### config.mk
export PLATFORM = sky130hd
export DESIGN_NAME = pipe_hazard_ctrl
export DESIGN_NICKNAME = d
export VERILOG_FILES = /design/src/rtl/pipe_hazard_ctrl.sv
export SDC_FILE = /design/constraint.sdc
export NUM_CORES = 1
export LEC_CHECK = 0
export CORE_UTILIZATION = 35
export CTS_CLUSTER_DIAMETER = 40
export CTS_CLUSTER_SIZE = 10
export DETAILED_ROUTE_END_ITERATION = 7
export PLACE_DENSITY = 0.74
export SYNTH_ARGS = -nofsm -noshare
export SYNTH_HDL_FRONTEND = slang
export SYNTH_SLANG_ARGS = --single-unit
### constraint.sdc
create_clock -name clk -period 3.2 [get_ports clk]
set_clock_uncertainty 0.15 [all_clocks]
set_input_delay 0.32 -clock clk [delete_from_list [all_inputs] [get_ports clk]]
set_output_delay 0.32 -clock clk [all_outputs]
set_load 0.03 [all_outputs]
### src/rtl/pipe_hazard_ctrl.sv
// Central stall/flush sequencer for the 5-stage pipeline: arbitrates data-memory
// wait states, EX-stage redirects and load-use hazards into pipeline-register controls.
module pipe_hazard_ctrl #(
  parameter int unsigned MEM_TIMEOUT = 15
) (
  input  logic        clk,
  input  logic        rst_n,
  input  logic [4:0]  id_rs,
  input  logic [4:0]  id_rt,
  input  logic        id_uses_rt,
  input  logic        ex_memread,
  input  logic [4:0]  ex_wn,
  input  logic        ex_redirect,
  input  logic        mem_access,
  input  logic        dmem_ready,
  output logic        pc_en,
  output logic        ifid_en,
  output logic        ifid_flush,
  output logic        idex_en,
  output logic        idex_flush,
  output logic        exmem_en,
  output logic        memwb_kill,
  output logic        dmem_req,
  output logic        mem_timeout,
  output logic [15:0] stall_cnt
);

  typedef enum logic [1:0] {
    RUN      = 2'd0,
    MEM_WAIT = 2'd1,
    ERR      = 2'd2
  } state_e;

  typedef enum logic [1:0] {
    CAUSE_NONE     = 2'd0,
    CAUSE_MEM      = 2'd1,
    CAUSE_REDIRECT = 2'd2,
    CAUSE_LOADUSE  = 2'd3
  } cause_e;

  // Last wait_cnt value tolerated in MEM_WAIT before declaring a timeout.
  localparam logic [7:0] WAIT_LAST = 8'(MEM_TIMEOUT - 1);

  state_e      state_q, state_d;
  logic [7:0]  wait_cnt_q, wait_cnt_d;
  logic        mem_timeout_q, mem_timeout_d;
  logic [15:0] stall_cnt_q, stall_cnt_d;

  logic   load_use;
  logic   mem_stall;
  cause_e cause;

  // Hazard detection and priority arbitration.
  always_comb begin
    load_use  = ex_memread && (ex_wn != 5'd0) &&
                ((ex_wn == id_rs) || (id_uses_rt && (ex_wn == id_rt)));
    mem_stall = !dmem_ready &&
                (((state_q == RUN) && mem_access) || (state_q == MEM_WAIT));

    cause = CAUSE_NONE;
    if (mem_stall) begin
      cause = CAUSE_MEM;
    end else if (ex_redirect) begin
      cause = CAUSE_REDIRECT;
    end else if (load_use) begin
      cause = CAUSE_LOADUSE;
    end
  end

  // NOTE: every signal written here gets a default first, so no path leaves
  // it unassigned and no latch is inferred.
  always_comb begin
    pc_en      = 1'b1;
    ifid_en    = 1'b1;
    ifid_flush = 1'b0;
    idex_en    = 1'b1;
    idex_flush = 1'b0;
    exmem_en   = 1'b1;
    memwb_kill = 1'b0;
    dmem_req   = 1'b0;

    // While reset is held the pipeline sees idle controls whatever the state.
    if (rst_n) begin
      case (state_q)
        ERR: begin
          pc_en      = 1'b0;
          ifid_en    = 1'b0;
          idex_en    = 1'b0;
          exmem_en   = 1'b0;
          memwb_kill = 1'b1;
        end
        default: begin
          dmem_req = (state_q == MEM_WAIT) || mem_access;
          case (cause)
            CAUSE_MEM: begin
              pc_en      = 1'b0;
              ifid_en    = 1'b0;
              idex_en    = 1'b0;
              exmem_en   = 1'b0;
              memwb_kill = 1'b1;
            end
            CAUSE_REDIRECT: begin
              ifid_flush = 1'b1;
              idex_flush = 1'b1;
            end
            CAUSE_LOADUSE: begin
              pc_en      = 1'b0;
              ifid_en    = 1'b0;
              idex_flush = 1'b1;
            end
            default: ;
          endcase
        end
      endcase
    end
  end

  // Wait-state FSM, timeout flag and stall counter.
  always_comb begin
    state_d       = state_q;
    wait_cnt_d    = wait_cnt_q;
    mem_timeout_d = mem_timeout_q;
    stall_cnt_d   = stall_cnt_q;

    if ((state_q != ERR) && !pc_en && (stall_cnt_q != 16'hFFFF)) begin
      stall_cnt_d = stall_cnt_q + 16'd1;
    end

    case (state_q)
      RUN: begin
        if (mem_stall) begin
          state_d    = MEM_WAIT;
          wait_cnt_d = 8'd0;
        end
      end
      MEM_WAIT: begin
        if (dmem_ready) begin
          state_d = RUN;
        end else if (wait_cnt_q == WAIT_LAST) begin
          state_d       = ERR;
          mem_timeout_d = 1'b1;
        end else begin
          wait_cnt_d = wait_cnt_q + 8'd1;
        end
      end
      ERR: begin
        mem_timeout_d = 1'b1;
      end
      default: begin
        state_d = RUN;
      end
    endcase
  end

  // NOTE: sequential state uses non-blocking assignments so every flop samples
  // the pre-edge values; reset is synchronous and only touches control state.
  always_ff @(posedge clk) begin
    if (!rst_n) begin
      state_q       <= RUN;
      wait_cnt_q    <= 8'd0;
      mem_timeout_q <= 1'b0;
      stall_cnt_q   <= 16'd0;
    end else begin
      state_q       <= state_d;
      wait_cnt_q    <= wait_cnt_d;
      mem_timeout_q <= mem_timeout_d;
      stall_cnt_q   <= stall_cnt_d;
    end
  end

  assign mem_timeout = mem_timeout_q;
  assign stall_cnt   = stall_cnt_q;

endmodule
==> results.sh, run 1 <==
export IMPL_slowest_stage="clkdlybuf4s50_1"
export IMPL_firstDrtPassIters=4
export IMPL_via_count=1492
export IMPL_grt_pass1_wl_um=5437
export IMPL_cts_setup_buffers=0
export IMPL_synth_warnings=0
export IMPL_min_period_ns=2.955
export IMPL_syn_area_per_cell_um2=8.198
export IMPL_clk_latency_ns=0.27
export IMPL_cts_tree="done"
export IMPL_core_rowCount=23
export IMPL_worstPathRequired_ns=2.73
export IMPL_final_cell_mix="clkdlybuf4s50_1, dfxtp_1, nor2_1"
export IMPL_cts_path_max_buffers=2
export IMPL_crit_path_end_kind="output pin"
export IMPL_syn_nets=208
export IMPL_place_gp_congestion=0.7816
export IMPL_grt_pass1_vias=1308
export IMPL_setup_viol=0
export IMPL_start_util_pct=36.97
export IMPL_ctsHoldBuffers=0
export IMPL_io_buffers=46
export IMPL_start_kind="input port"
export IMPL_diodes=0
export IMPL_ctsHtreeMaxLevel=1
export IMPL_wl_per_cell_um=12.42
export IMPL_area_delta_synth_final_pct=36.61
export IMPL_grt_antenna_before_repair=0
export IMPL_root_buffer="clkbuf_8"
export IMPL_path_delay_family="buffers and inverters"
export IMPL_vias_per_cell=5.406
export IMPL_rsz0062_at_grt="false"
export IMPL_grt_overflow_total=0
export IMPL_cellLeakagePower_uw=0.0007240
export IMPL_numCtsBuffers=3
export IMPL_p_per_area_nw_per_um2=311.5
export IMPL_drive_above_1_share_pct=4.425
export IMPL_gr_usage_all_layers_pct=15.66
export IMPL_yosysTopAreaCellShare_pct=36.03
export IMPL_crit_path_max_incr_delay_ns=0.69
export IMPL_crit_chain="clkdlybuf4s50_1, or4_1, o21ai_1, or3_1, nor2_1, nor2_1, clkdlybuf4s50_1"
export IMPL_setup_ws_ns=0.2455
export IMPL_grt_max_degree=30
export IMPL_drt_iter0_markers=36
export IMPL_dp_slack_ns=0.2553
export IMPL_path_max_fanout=3
export IMPL_hp_class="register to register"
export IMPL_finalMaxSlewViolations=0
export IMPL_finalNetCount=252
export IMPL_worst_setup_path_type="input port to output pin"
export IMPL_ir_drop_v=0.0001519
export IMPL_arrival_ns=2.48
export IMPL_critical_path_buf_inv_count=2
export IMPL_final_common_cell="clkdlybuf4s50_1"
export IMPL_drc_errors=0
export IMPL_tightest_slew_ns=0.7020
export IMPL_die_x_um=67.47
export IMPL_cts_resized=0
export IMPL_synth_area_leaders="dfxtp_1, xor2_1, nor2_1"
export IMPL_core_um2=4058
export IMPL_dieArea_um2=4552
export IMPL_fmax_mhz=338.5
export IMPL_cts_clk_slew_worst_paths_ns=0.09
export IMPL_pin_count=47
export IMPL_hpwl_um=2640
export IMPL_final_hold_violation_count=0
export IMPL_detail_route_antenna_nets=0
export IMPL_die_height_um=67.47
export IMPL_synth_distinct_cells=37
export IMPL_slew_headroom_pct=52.80
export IMPL_fin_crit_sh_pct=92.33
export IMPL_cap_violations=0
export IMPL_finalSetupTns_ns=0
export IMPL_ys_ff_latch=27
export IMPL_drt_wl_total_um=3429
export IMPL_numClockSinks=27
export IMPL_syn_inst=183
export IMPL_yosysSeqAreaShare_pct=36.03
export IMPL_synth_area_leader_cell="dfxtp_1"
export IMPL_status="finished, final reports clean"
export IMPL_netlist_area_um2=1500
[registers in the layout, indices dropped and copies added, names as in the netlist]
| signal | flops |
|---|---|
| stall_cnt | 16 |
| wait_cnt_q | 8 |
| state_q | 2 |
| mem_timeout | 1 |
[where the power goes]
| group | internal [µW] | switching (µW) | total, µW |
|---|---|---|---|
| sequential | 338 | 2.93 | 341 |
| clock | 87.3 | 105 | 192 |
| combinational | 52.6 | 52.6 | 105 |
[worst reg2reg max path, delay by kind of cell (launching register included)]
family / cells / cell delay [ns]
simple gates: 4 / 1.13
flops: 1 / 0.36
compound gates: 2 / 0.29
fa+ha+maj: 1 / 0.24
buf+inv: 1 / 0.17
[cell type report]
cell class / count / area (µm²)
clock inverters: 1 / 5.005
fillers: 376 / 2008
clock buffers: 3 / 41.29
well taps: 50 / 62.56
flip-flops and latches: 27 / 540.5
multi-input cells: 139 / 878.3
inverters: 7 / 26.28
repair buffers: 49 / 495.5
[metrics by stage]
step / power, µW / hold slack, ns / instance area, µm² / std cells / utilization (%)
6_report: 638.4 / 0.3319 / 2049 / 276 / 50.51
3_5_place_dp: 454.3 / 0.3175 / 2003 / 272 / 49.37
5_1_grt: 668.8 / 0.3757 / 2049 / 276 / 50.51
4_1_cts: 646.2 / 0.3416 / 2049 / 276 / 50.51
3_3_place_gp: 453.7 / 0.3114 / 2003 / 272 / 49.37
2_1_floorplan: 401.8 / 0.3257 / 1500 / 183 / -
[cells by family (layout without fill, tap and decap cells)]
kind of cell,after synthesis,in the layout,synth area share (%)
buffers and inverters,17,60,5.421
multiplexers,4,4,2.669
AO/OA/AOI/OAI,36,36,15.93
flip-flops,27,27,36.03
XOR/XNOR,17,17,9.925
AND/OR/NAND/NOR,79,79,27.52
adder cells (fa/ha/maj),3,3,2.502
[cell usage after synthesis]
cell	instances
dfxtp_1	27
nor2_1	22
xor2_1	16
nand2_1	14
nand4_1	9
a21oi_1	8
o21ai_0	8
or3_1	8
inv_1	7
nor4_1	6
o31ai_1	5
and3_1	4
mux2i_1	4
nand3_1	4
o21a_1	4
o31a_1	4
and2_1	3
clkbuf_1	3
ha_1	3
buf_1	2
buf_2	2
buf_4	2
nor3_1	2
o211ai_1	2
or4_1	2
a32oi_1	1
buf_6	1
nand2b_1	1
nor3_2	1
nor4_2	1
o211a_1	1
o21ai_1	1
o311ai_0	1
o41ai_1	1
or2_2	1
or4b_1	1
xnor2_1	1
[routing by layer]
layer  part of all wire (%)  track usage (%)  wire length, µm  vias up
met5                      0                0                0        -
met4                    2.5            7.713               85        0
met3                    6.6            3.716              227        6
met2                     47            26.61             1607       48
met1                     44            18.18             1509      691
li1                       -                -                -      747
[path summary, 6_finish.rpt]
check / from / end / slack (ns) / cells past startpoint
worst min-delay path: mem_timeout / mem_timeout / 0.33 / 2
worst max register to register: stall_cnt[0] / stall_cnt[7] / 0.81 / 8
worst max-delay path: ex_wn[1] / pc_en / 0.25 / 7
worst min register to register: mem_timeout / mem_timeout / 0.33 / 2
No activity file was read; power rests on OpenSTA's default activity.
==> inputs of run 2 (changes only) <==
--- a/constraint.sdc
+++ b/constraint.sdc
@@ -4,2 +4,2 @@
 set_output_delay 0.32 -clock clk [all_outputs]
-set_load 0.03 [all_outputs]
+set_load 0.05 [all_outputs]
==> run 2 against run 1 <==
Total power increased by 1.1%. Worst setup slack improved by 0.36 ns. Cell area decreased by 0.67%. Register-to-register slack about the same. Non-clock buffer count increased by 1. Clock-buffer cell count increased by 1. Critical path depth decreased by 1. Final cell count increased by 0.36%. Sequential share of layout area increased by 0.18 points. Highest routed layer unchanged.
==> results.sh, run 2 (synthesis gave the netlist of run 1 again) <==
export IMPL_num_fill_cells=379
export IMPL_grt_max_degree=18
export IMPL_wl_per_cell_um=12.11
export IMPL_dieArea_um2=4552
export IMPL_cts_path_max_buffers=2
export IMPL_start_util_pct=36.97
export IMPL_cts_setup_buffers=0
export IMPL_place_gp_congestion=0.7686
export IMPL_die_height_um=67.47
export IMPL_detail_route_antenna_nets=0
export IMPL_fin_crit_sh_pct=81.16
export IMPL_area_delta_synth_final_pct=35.70
export IMPL_finalNetCount=253
export IMPL_cellLeakagePower_uw=0.0007236
export IMPL_finalSetupTns_ns=0
export IMPL_path_max_fanout=4
export IMPL_worstPathRequired_ns=2.73
export IMPL_grt_overflow_total=0
export IMPL_finalMaxSlewViolations=0
export IMPL_firstDrtPassIters=4
export IMPL_numClockSinks=27
export IMPL_dp_cells=273
export IMPL_ctsHoldBuffers=0
export IMPL_grt_antenna_before_repair=0
export IMPL_hpwl_um=2615
export IMPL_crit_path_end_kind="output pin"
export IMPL_largest_reg_flops=16
export IMPL_drt_iter0_markers=43
export IMPL_clk_latency_ns=0.27
export IMPL_root_buffer="clkbuf_8"
export IMPL_drc_errors=0
export IMPL_min_period_ns=2.597
export IMPL_grt_pass1_wl_um=5464
export IMPL_start_kind="input port"
export IMPL_core_rowCount=23
export IMPL_cap_violations=0
export IMPL_status="finished, final reports clean"
export IMPL_io_buffers=46
export IMPL_fmax_mhz=385.0
export IMPL_setup_viol=0
export IMPL_rsz0062_at_grt="false"
export IMPL_arrival_ns=2.13
export IMPL_core_um2=4058
export IMPL_final_common_cell="clkdlybuf4s50_1"
export IMPL_numCtsBuffers=3
export IMPL_hp_class="register to register"
export IMPL_worst_setup_path_type="input port to output pin"
export IMPL_grt_pass1_vias=1256
export IMPL_final_hold_violation_count=0
export IMPL_tightest_slew_ns=0.7315
export IMPL_p_per_area_nw_per_um2=317.2
export IMPL_cts_resized=0
export IMPL_utilization_pct=50.17
export IMPL_cts_clk_slew_worst_paths_ns=0.09
export IMPL_vias_per_cell=5.282
export IMPL_drt_wl_total_um=3355
export IMPL_die_x_um=67.47
export IMPL_slew_headroom_pct=50.82
export IMPL_cts_tree="done"
export IMPL_setup_ws_ns=0.6028
export IMPL_diodes=0
export IMPL_gr_usage_all_layers_pct=15.57
export IMPL_ir_drop_v=0.0001354
export IMPL_pin_count=47
export IMPL_drive_above_1_share_pct=6.608
export IMPL_layoutNonFillerInstCount=277
export IMPL_via_count=1463
export IMPL_final_cell_mix="clkdlybuf4s50_1, dfxtp_1, nor2_1"
export IMPL_ctsHtreeMaxLevel=1
export IMPL_dp_slack_ns=0.4417
-- run 2: metrics by stage --
stage | area [µm²] | power [µW] | hold slack (ns)
after CTS | 2036 | 655.3 | 0.3451
after detailed placement | 1991 | 463.1 | 0.3199
after floorplan | 1503 | 412.4 | 0.3257
final | 2036 | 645.7 | 0.3373
after global placement | 1991 | 461.4 | 0.3107
after global routing | 2036 | 678.3 | 0.3666
-- run 2: metal layers --
metal	up-vias	wire [µm]	track usage [%]
met5	-	0	0
met4	0	14	4.787
met3	2	163	3.041
met2	41	1630	26.36
met1	675	1547	19.65
li1	745	-	-
-- run 2: critical path: stages --
cell and delay (ns):
clkdlybuf4s50_1 0.50, nor2_1 0.06, nor3_2 0.20, o21ai_1 0.14, inv_1 0.10, clkdlybuf4s50_1 0.80
-- run 2: worst paths after layout --
path / slack [ns] / start / cells past startpoint / end
worst min register to register: 0.34 / mem_timeout / 2 / mem_timeout
worst min-delay path: 0.34 / mem_timeout / 2 / mem_timeout
worst max register to register: 0.80 / stall_cnt[0] / 8 / stall_cnt[7]
worst max-delay path: 0.60 / mem_access / 6 / memwb_kill
-- run 2: cell type report --
cell class	instances	area [µm²]	area share [%]
clock buffer	4	45.04	2.213
tap	50	62.56	3.073
multi-input combinational	139	880.8	43.27
timing repair buffer	50	480.5	23.60
sequential	27	540.5	26.55
inverter	7	26.28	1.291
-- run 2: report_power, final --
group | internal, µW | total, µW | switching, µW
combinational | 50.8 | 113 | 62.5
sequential | 338 | 341 | 2.95
clock | 89.1 | 192 | 102
